<file path="src/rtl/traffic_light_controller.sv">
// traffic_light_controller: phase sequencer for a main/side road intersection with a pedestrian
// crossing, driving the single shared interval timer and decoding the lamp outputs from state.
module traffic_light_controller #(
    parameter logic [4:0] MAIN_LEN   = 5'd20,
    parameter logic [4:0] SIDE_LEN   = 5'd15,
    parameter logic [4:0] YELLOW_LEN = 5'd5,
    parameter logic [4:0] ALLRED_LEN = 5'd2,
    parameter logic [4:0] WALK_LEN   = 5'd12
) (
    input  logic       clk,
    input  logic       reset,
    input  logic       side_sensor,
    input  logic       ped_req,
    input  logic       t_done,
    input  logic       t_flicker,
    output logic       t_start,
    output logic [4:0] t_length,
    output logic [2:0] main_light,
    output logic [2:0] side_light,
    output logic       walk,
    output logic       walk_flash,
    output logic       ped_pending
);
    typedef enum logic [2:0] {BOOT, MAIN_G, MAIN_Y, RED1, SIDE_G, SIDE_Y, WALK, RED2} state_t;
    state_t state, next;
    logic   qd, ped_next;
    always_ff @(posedge clk or negedge reset) begin
        if (!reset) begin
            state       <= BOOT;
            t_start     <= 1'b0;
            ped_pending <= 1'b0;
        end else begin
            state       <= next;
            t_start     <= next != state;
            ped_pending <= ped_next;
        end
    end
    always_comb begin
        next = state;
        // a done seen alongside t_start belongs to the previous interval
        qd   = t_done & ~t_start;
        case (state)
            BOOT:    next = RED2;
            MAIN_G:  if (qd && (side_sensor || ped_pending)) next = MAIN_Y;
            MAIN_Y:  if (qd) next = RED1;
            RED1:    if (qd) next = ped_pending ? WALK : SIDE_G;
            SIDE_G:  if (qd) next = SIDE_Y;
            SIDE_Y:  if (qd) next = RED2;
            WALK:    if (qd) next = RED2;
            RED2:    if (qd) next = MAIN_G;
            default: next = BOOT;
        endcase
        ped_next   = (next == WALK && state != WALK) ? 1'b0 :
                     (ped_req && state != WALK)      ? 1'b1 : ped_pending;
        main_light = state == MAIN_G ? 3'b001 : state == MAIN_Y ? 3'b010 : 3'b100;
        side_light = state == SIDE_G ? 3'b001 : state == SIDE_Y ? 3'b010 : 3'b100;
        walk       = state == WALK;
        walk_flash = walk & t_flicker;
        t_length   = state == MAIN_G                   ? MAIN_LEN   :
                     state == SIDE_G                   ? SIDE_LEN   :
                     (state == MAIN_Y || state == SIDE_Y) ? YELLOW_LEN :
                     (state == RED1 || state == RED2)  ? ALLRED_LEN :
                     state == WALK                     ? WALK_LEN   : 5'd0;
    end
endmodule

</file>
<file path="config.mk">
export PLATFORM = sky130hd
export DESIGN_NAME = traffic_light_controller
export DESIGN_NICKNAME = d
export VERILOG_FILES = /design/src/rtl/traffic_light_controller.sv
export SDC_FILE = /design/constraint.sdc
export NUM_CORES = 1
export LEC_CHECK = 0
export ABC_AREA = 1
export CORE_AREA = 2 2 39 41
export DETAILED_ROUTE_END_ITERATION = 7
export DIE_AREA = 0 0 41 43
export PLACE_DENSITY = 0.74
export SETUP_SLACK_MARGIN = 0.2
export SYNTH_ARGS = -nofsm -noshare
export SYNTH_HDL_FRONTEND = slang
export SYNTH_SLANG_ARGS = --single-unit
</file>
<file path="constraint.sdc">
create_clock -name clk -period 1.7 [get_ports clk]
set_input_delay 0.425 -clock clk [delete_from_list [all_inputs] [get_ports clk]]
set_output_delay 0.425 -clock clk [all_outputs]
set_load 0.01 [all_outputs]
</file>
=== After elaboration in Yosys (flattened, before gate mapping) ===
Cells that the tools add are included.

* Bits in registers: 5

* Eq/ne operators: 10
* Multiplexer cells: 19
* Bitwise logic cells: 3
* Reductions and logical operators: 9

{| class="wikitable"
|+ Operators by type and width
! cell !! count
|-
| 3-bit 2-to-1 mux || 10
|-
| 3-bit case mux with 7 select lines || 1
|-
| 4-bit 2-to-1 mux || 4
|-
| 3-bit equality test, second input constant || 5
|-
| 3-bit by 2-bit equality test with 1-bit output, second input constant || 2
|-
| 5-bit 2-to-1 mux || 1
|-
| 3-bit by 1-bit equality test with 1-bit output, second input constant || 1
|-
| 1-bit logical AND || 3
|-
| 3-bit logical NOT || 1
|-
| 1-bit logical OR || 3
|-
| 3-bit inequality test || 1
|-
| 3-bit inequality test, second input constant || 1
|-
| 1-bit AND || 2
|-
| 1-bit 2-to-1 mux || 2
|-
| 2-bit 2-to-1 mux || 1
|-
| 2-bit nonzero test || 1
|-
| 2-bit OR reduction || 1
|-
| 1-bit inverter || 1
|}

=== Logic depth before layout (Yosys ltp) ===
Gate-level depths: netlist of the first run.

* Word-level depth: 8
* Mapped depth: 10
* Mapped depth without buffers: 10

=== Worst setup path after synthesis of the first run ===
No wires, ideal clock.

* Path type: reg2out
* Start: register state[2]
* End: output port t_length[4]
* Data arrival time: 1.024 ns
* Slack: 0.251 ns
* Stages on the path, launching flop included: 5
* Buffers on the path: 1
* Cell sequence: dfrtp_1 -> nor2_2 -> inv_1 -> nor2_1 -> buf_4

* Word-level cells in the longest chain between the ends: 2

{| class="wikitable"
|+ RTL lines
! item !! line !! RTL
|-
| from (decl) || 25 || <nowiki>state_t state, next;</nowiki>
|-
| from (signal assigned) || 33 || <nowiki>state <= next;</nowiki>
|-
| 3-bit by 1-bit equality test with 1-bit output || 59 || <nowiki>t_length = state == MAIN_G ? MAIN_LEN :</nowiki>
|-
| 5-bit 2-to-1 mux || 59 ||
|-
| to (decl) || 17 || <nowiki>output logic [4:0] t_length,</nowiki>
|}

Every way passes these cells.

=== Final worst setup path of the first run ===
* Start: register state[1]
* End: output port walk_flash

* Word-level cells in the longest chain between the ends: 2

{| class="wikitable"
|+ RTL lines
! item !! line !! RTL
|-
| 3-bit equality test || 57 || <nowiki>walk = state == WALK;</nowiki>
|-
| 1-bit AND || 58 || <nowiki>walk_flash = walk & t_flicker;</nowiki>
|-
| to (decl) || 21 || <nowiki>output logic walk_flash,</nowiki>
|}

Every way passes these cells.

==> results of run 1 <==
-- sequential cells by signal, summed over array words and instances (netlist names) --
signal       count
t_start          1
state            3
ped_pending      1
-- cells in the mapped netlist (all sizes together) --
master  count  area (µm²)
buf         2        15.0
dfrtp       5         125
xor2        1        8.76
nand4       1        6.26
nor2        9        55.1
a21oi       2        10.0
o21ai       4        23.8
nand3       5        25.0
inv        17        63.8
nand2      24         100
-- power by group --
part / switching (mW) / total, mW / internal, mW / leakage [nW]
logic: 0.696 / 1.44 / 0.748 / 0.439
clock network: 0.0458 / 0.134 / 0.0885 / 0.0150
registers: 0.0810 / 0.259 / 0.178 / 0.0518
total: 0.823 / 1.84 / 1.01 / 0.505
-- final timing paths --
check	startpoint	to	slack, ns	depth (start not counted)
min in group clk	ped_pending	ped_pending	0.58	2
max	state[1]	walk_flash	0.02	6
min	reset	state[1]	0.40	1
min reg2reg	ped_pending	ped_pending	0.58	2
max in group asynchronous	reset	state[0]	1.09	1
max reg2reg	state[1]	t_start	0.20	11
-- through the flow --
step	setup TNS, ns	cells
global route	-0.167	132
finish	0	132
CTS	0	128
global placement	-0.580	117
detailed placement	-0.943	117
floorplan	0	70
-- metal layers --
| metal | vias up | share of wire (%) | routed length (µm) | GRT usage (%) |
|---|---|---|---|---|
| li1 | 300 | - | - | - |
| met1 | 271 | 38 | 538 | 19.5 |
| met2 | 18 | 55 | 784 | 28.7 |
| met3 | 8 | 3.2 | 46 | 1.57 |
| met4 | 0 | 4.3 | 62 | 15.3 |
| met5 | - | 0 | 0 | 0 |
-- cells by family after synthesis --
family | Yosys count | share of synthesized area, %
simple gates | 39 | 43.1
compound gates | 6 | 7.80
buf+inv | 19 | 18.2
xor+xnor | 1 | 2.02
flops | 5 | 28.9
-- final cells by class --
class                      instances  area, µm²
inverter                          17       63.8
multi-input combinational         46        285
tap                               16       20.0
fill                             121        480
timing repair buffer              44        380
sequential                         5        128
clock buffer                       4       26.3
-- repair_timing --
item,4_1_cts,5_1_grt
pin swaps,1,8
setup endpoints to repair,15,15
gates cloned,0,0
gates resized for setup,72,19
buffers inserted,7,4
==> flow_metrics.tcl, run 1 <==
set metrics [dict create \
    layout_common_cells "17 x nand2_1, 15 x buf_4, 13 x buf_6" \
    max-vdd-ir-drop_uv 1070 \
    hold_viol_final 0 \
    start_kind "flip-flop" \
    cpMaxStageDelayCell "dfrtp_1" \
    synth_warnings 0 \
    initial_core_util_pct 31.3 \
    grtUsageTotal_pct 17.9 \
    grt_pass1_vias 534 \
    critical_path_class "reg2out" \
    holdWs_ns 0.403 \
    path_cells "inv_2, nor2_4, nand2_2, buf_6, nor2_1, buf_2" \
    clkLatencyLatePin_ns 0.24 \
    die_area_um2 1760 \
    clk_pin_slew_ns 0.04 \
    setup-violations-final 0 \
    layout_setup_ws_ns 0.0183 \
    cts_max_path_buffers 2 \
    die_w_um 41 \
    post_dp_cell_area_um2 736 \
    rows 14 \
    fmaxAchievable_ghz 0.595 \
    min-delay-path-class "in2async" \
    gp_congestion 0.752 \
    synth_nets 76 \
    ys_seq_area_share_pct 28.9 \
    syn_avg_cell_area_um2 6.18 \
    tritoncts "yes" \
    root_buffer "clkbuf_4" \
    antenna_found_initial 0 \
    grt_max_degree 7 \
    layout_commonest_cell "nand2_1" \
    path_delay_family "flip-flops" \
    outcome "finished clean" \
    skew_ns 0.000846 \
    synth_area_um2 433 \
    drc_errors 0 \
    drive_gt1_share_pct 58.6 \
    drt-total-wl_um 1430 \
    diodes 0 \
    tightestPinTransition_ns 0.222 \
    drv_slew 0 \
    finalCriticalPeriod_ns 1.68 \
    h-tree-depth 1 \
    rsz0062_at_grt "true" \
    drv_cap 0 \
    cp_max_fo 4 \
    io_buffers 20 \
    num-nets-final 123 \
    io_pins 21 \
    ys_ff_latch 5 \
    cp_data_required_time_ns 1.27 \
    antenna_left 0 \
    vias_per_cell 4.52 \
    routedWlPerCell_um 10.8 \
    first_pass_iters 4 \
    fin_area_um2 903 \
    num_vias 597 \
    hold_buffers 0 \
    fin_crit_sh_pct 98.9 \
    gr-total-overflow 0 \
    dieHeight_um 43 \
    cp.buffers_inverters 3 \
    leakage_nw 0.505 \
    post-dp-hpwl_um 911 \
    numCtsBuffers 3 \
    arrival_ns 1.26 \
    areaGrowthSynthToFinish_pct 109 \
    final_core_util_pct 65.3 \
    slowest_delay_ns 0.42 \
    p_total_mw 1.84 \
    clkSinkCount 5 \
    relSlewSlack_pct 85.2 \
    worstSetupEndpointType "output port" \
    grt_pass1_wl_um 2080 \
    dp_slack_ns -0.268 \
    synth_cell_type_count 15 \
    fp.coreArea_um2 1380 \
    netlist_instances 70 \
    drt-initial-drc-count 10 \
    p_per_area_nw_per_um2 2030 \
]
Note: power is estimated with default switching activity, not from simulation.
==> run 2: changes to the inputs <==
--- a/config.mk
+++ b/config.mk
@@ -10,7 +10,9 @@
 export DETAILED_ROUTE_END_ITERATION = 7
 export DIE_AREA = 0 0 41 43
 export PLACE_DENSITY = 0.74
+export RECOVER_POWER = 50
 export SETUP_SLACK_MARGIN = 0.2
 export SYNTH_ARGS = -nofsm -noshare
 export SYNTH_HDL_FRONTEND = slang
 export SYNTH_SLANG_ARGS = --single-unit
+export TNS_END_PERCENT = 5
==> flow_metrics.tcl, run 2 (synthesized netlist as in run 1, its figures left out) <==
set metrics [dict create \
    io_buffers 20 \
    drt-initial-drc-count 5 \
    initial_core_util_pct 31.3 \
    biggestRegsByFlops "state: 3 flops, ped_pending: 1 flops, t_start: 1 flops" \
    area.sequential_um2 128 \
    leakage_nw 0.469 \
    drt-total-wl_um 1190 \
    first_pass_iters 2 \
    largest_register_ffs 3 \
    relSlewSlack_pct 85.0 \
    seqPwrFrac_pct 16.0 \
    layout_commonest_cell "nand2_1" \
    final_core_util_pct 57.9 \
    numCtsBuffers 3 \
    num_vias 542 \
    rows 14 \
    drv_slew 0 \
    io_pins 21 \
    worstSetupEndpointType "output port" \
    h-tree-depth 1 \
    cp_max_fo 4 \
    layout_common_cells "18 x nand2_1, 15 x buf_4, 10 x inv_1" \
    drc_errors 0 \
    top_register "state" \
    power_frac_comb_pct 75.4 \
    clkSinkCount 5 \
    num-nets-final 117 \
    cts_max_path_buffers 2 \
    fin_area_um2 801 \
    routedWlPerCell_um 9.42 \
    critical_path_class "reg2out" \
    rsz0062_at_grt "true" \
    vias_per_cell 4.30 \
    root_buffer "clkbuf_4" \
    cp_data_required_time_ns 1.27 \
    grtUsageTotal_pct 17.0 \
    hold_viol_final 0 \
    setup-tns-final_ns 0 \
    tightestPinTransition_ns 0.224 \
    drive_gt1_share_pct 47.3 \
    fmaxAchievable_ghz 0.605 \
    gp_congestion 0.752 \
    setup-violations-final 0 \
    fp.coreArea_um2 1380 \
    tritoncts "yes" \
    reg2reg_to "t_start" \
    die_area_um2 1760 \
    grt_max_degree 7 \
    dieHeight_um 43 \
    p_switching_mw 0.721 \
    post_dp_cell_area_um2 736 \
    clkLatencyLatePin_ns 0.24 \
    areaGrowthSynthToFinish_pct 85.0 \
    crit_start "state[1]" \
    holdWs_ns 0.472 \
    skew_ns 0.00109 \
    clk_pin_slew_ns 0.04 \
    die_w_um 41 \
    rr_startpoint "state[1]" \
    drv_cap 0 \
    r2r_setup_slack_ns 0.28 \
    antenna_found_initial 0 \
    fin_crit_sh_pct 97.2 \
    fill_cells 141 \
    outcome "finished clean" \
    arrival_ns 1.23 \
    gr-total-overflow 0 \
    antenna_left 0 \
    p_per_area_nw_per_um2 1970 \
    swShare_pct 45.7 \
    pwr-share-clk_pct 8.5 \
    post-dp-hpwl_um 911 \
    critPathCapture "walk_flash" \
    max-vdd-ir-drop_uv 911 \
    start_kind "flip-flop" \
    finalCriticalPeriod_ns 1.65 \
    diodes 0 \
    reg2reg_depth 10 \
    power.internal_mw 0.856 \
    min-delay-path-class "in2async" \
    grt_pass1_vias 497 \
    grt_pass1_wl_um 1960 \
    multi_input_area_um2 262 \
]
==> run 2: changes by cell type in the layout (fill, tap and decap cells not counted), sizes merged <==
cell / delta
buf: -8
clkbuf: +1
clkdlybuf4s15: +1
clkdlybuf4s25: +1
clkdlybuf4s50: -1
dlygate4sd2: -2
dlygate4sd3: +1
dlymetal6s2s: +1
==> run 2: power groups by stage <==
stage / logic (mW) / registers [mW] / clock network, mW
after global placement: 1.12 / 0.239 / 0
after floorplan: 0.542 / 0.241 / 0
final: 1.19 / 0.253 / 0.135
after CTS: 1.14 / 0.253 / 0.143
after detailed placement: 1.13 / 0.243 / 0
after global routing: 1.32 / 0.263 / 0.144
==> run 2: how the worst min path moves through the flow <==
stage	end	from	slack (ns)	depth (start not counted)
finish	state[1]	reset	0.47	1
global route	state[1]	reset	0.49	1
CTS	state[1]	reset	0.40	1
detailed placement	ped_pending	ped_pending	0.57	2
global placement	ped_pending	ped_pending	0.56	2
floorplan	ped_pending	reset	0.13	0
==> run 2: cell type report <==
class	instances	area share (%)
Sequential cell	5	15.9
Inverter	17	7.97
Tap cell	16	2.50
Clock buffer	4	3.28
Multi-Input combinational cell	46	32.7
Timing Repair Buffer	38	37.7
==> run 2: worst max-delay path, stage by stage, from the launching register on <==
cell and delay (ns):
dfrtp_1 0.40, inv_2 0.08, nor2_4 0.11, nand2_2 0.08
buf_6 0.12, nor2_1 0.06, buf_2 0.13
==> run 2: metrics by stage <==
| step | power, mW | worst slack [ns] | std cells |
|---|---|---|---|
| floorplan | 0.784 | 0.251 | 70 |
| global placement | 1.36 | -0.250 | 117 |
| detailed placement | 1.38 | -0.268 | 117 |
| CTS | 1.53 | 0.0328 | 126 |
| global route | 1.72 | -0.0399 | 126 |
| finish | 1.58 | 0.0484 | 126 |
==> run 2: per-layer routing <==
metal / routed length (µm) / GRT usage, %
met1: 458 / 18.8
met2: 651 / 26.6
met3: 44 / 1.57
met4: 32 / 15.3
met5: 0 / 0
==> run 2: repair_timing <==
action	4_1_cts	5_1_grt
buffers inserted	5	0
hold buffers	0	0
pin swaps	1	4
endpoints found under the setup margin	15	17
gates resized for setup	52	19
==> run 3: changes to the inputs <==
--- a/config.mk
+++ b/config.mk
@@ -12,6 +12,7 @@
 export PLACE_DENSITY = 0.74
 export RECOVER_POWER = 50
 export SETUP_SLACK_MARGIN = 0.2
+export SLEW_MARGIN = 30
 export SYNTH_ARGS = -nofsm -noshare
 export SYNTH_HDL_FRONTEND = slang
 export SYNTH_SLANG_ARGS = --single-unit
==> results of run 3 <==
The final DEF is identical to that of run 2; final timing and power are the same.
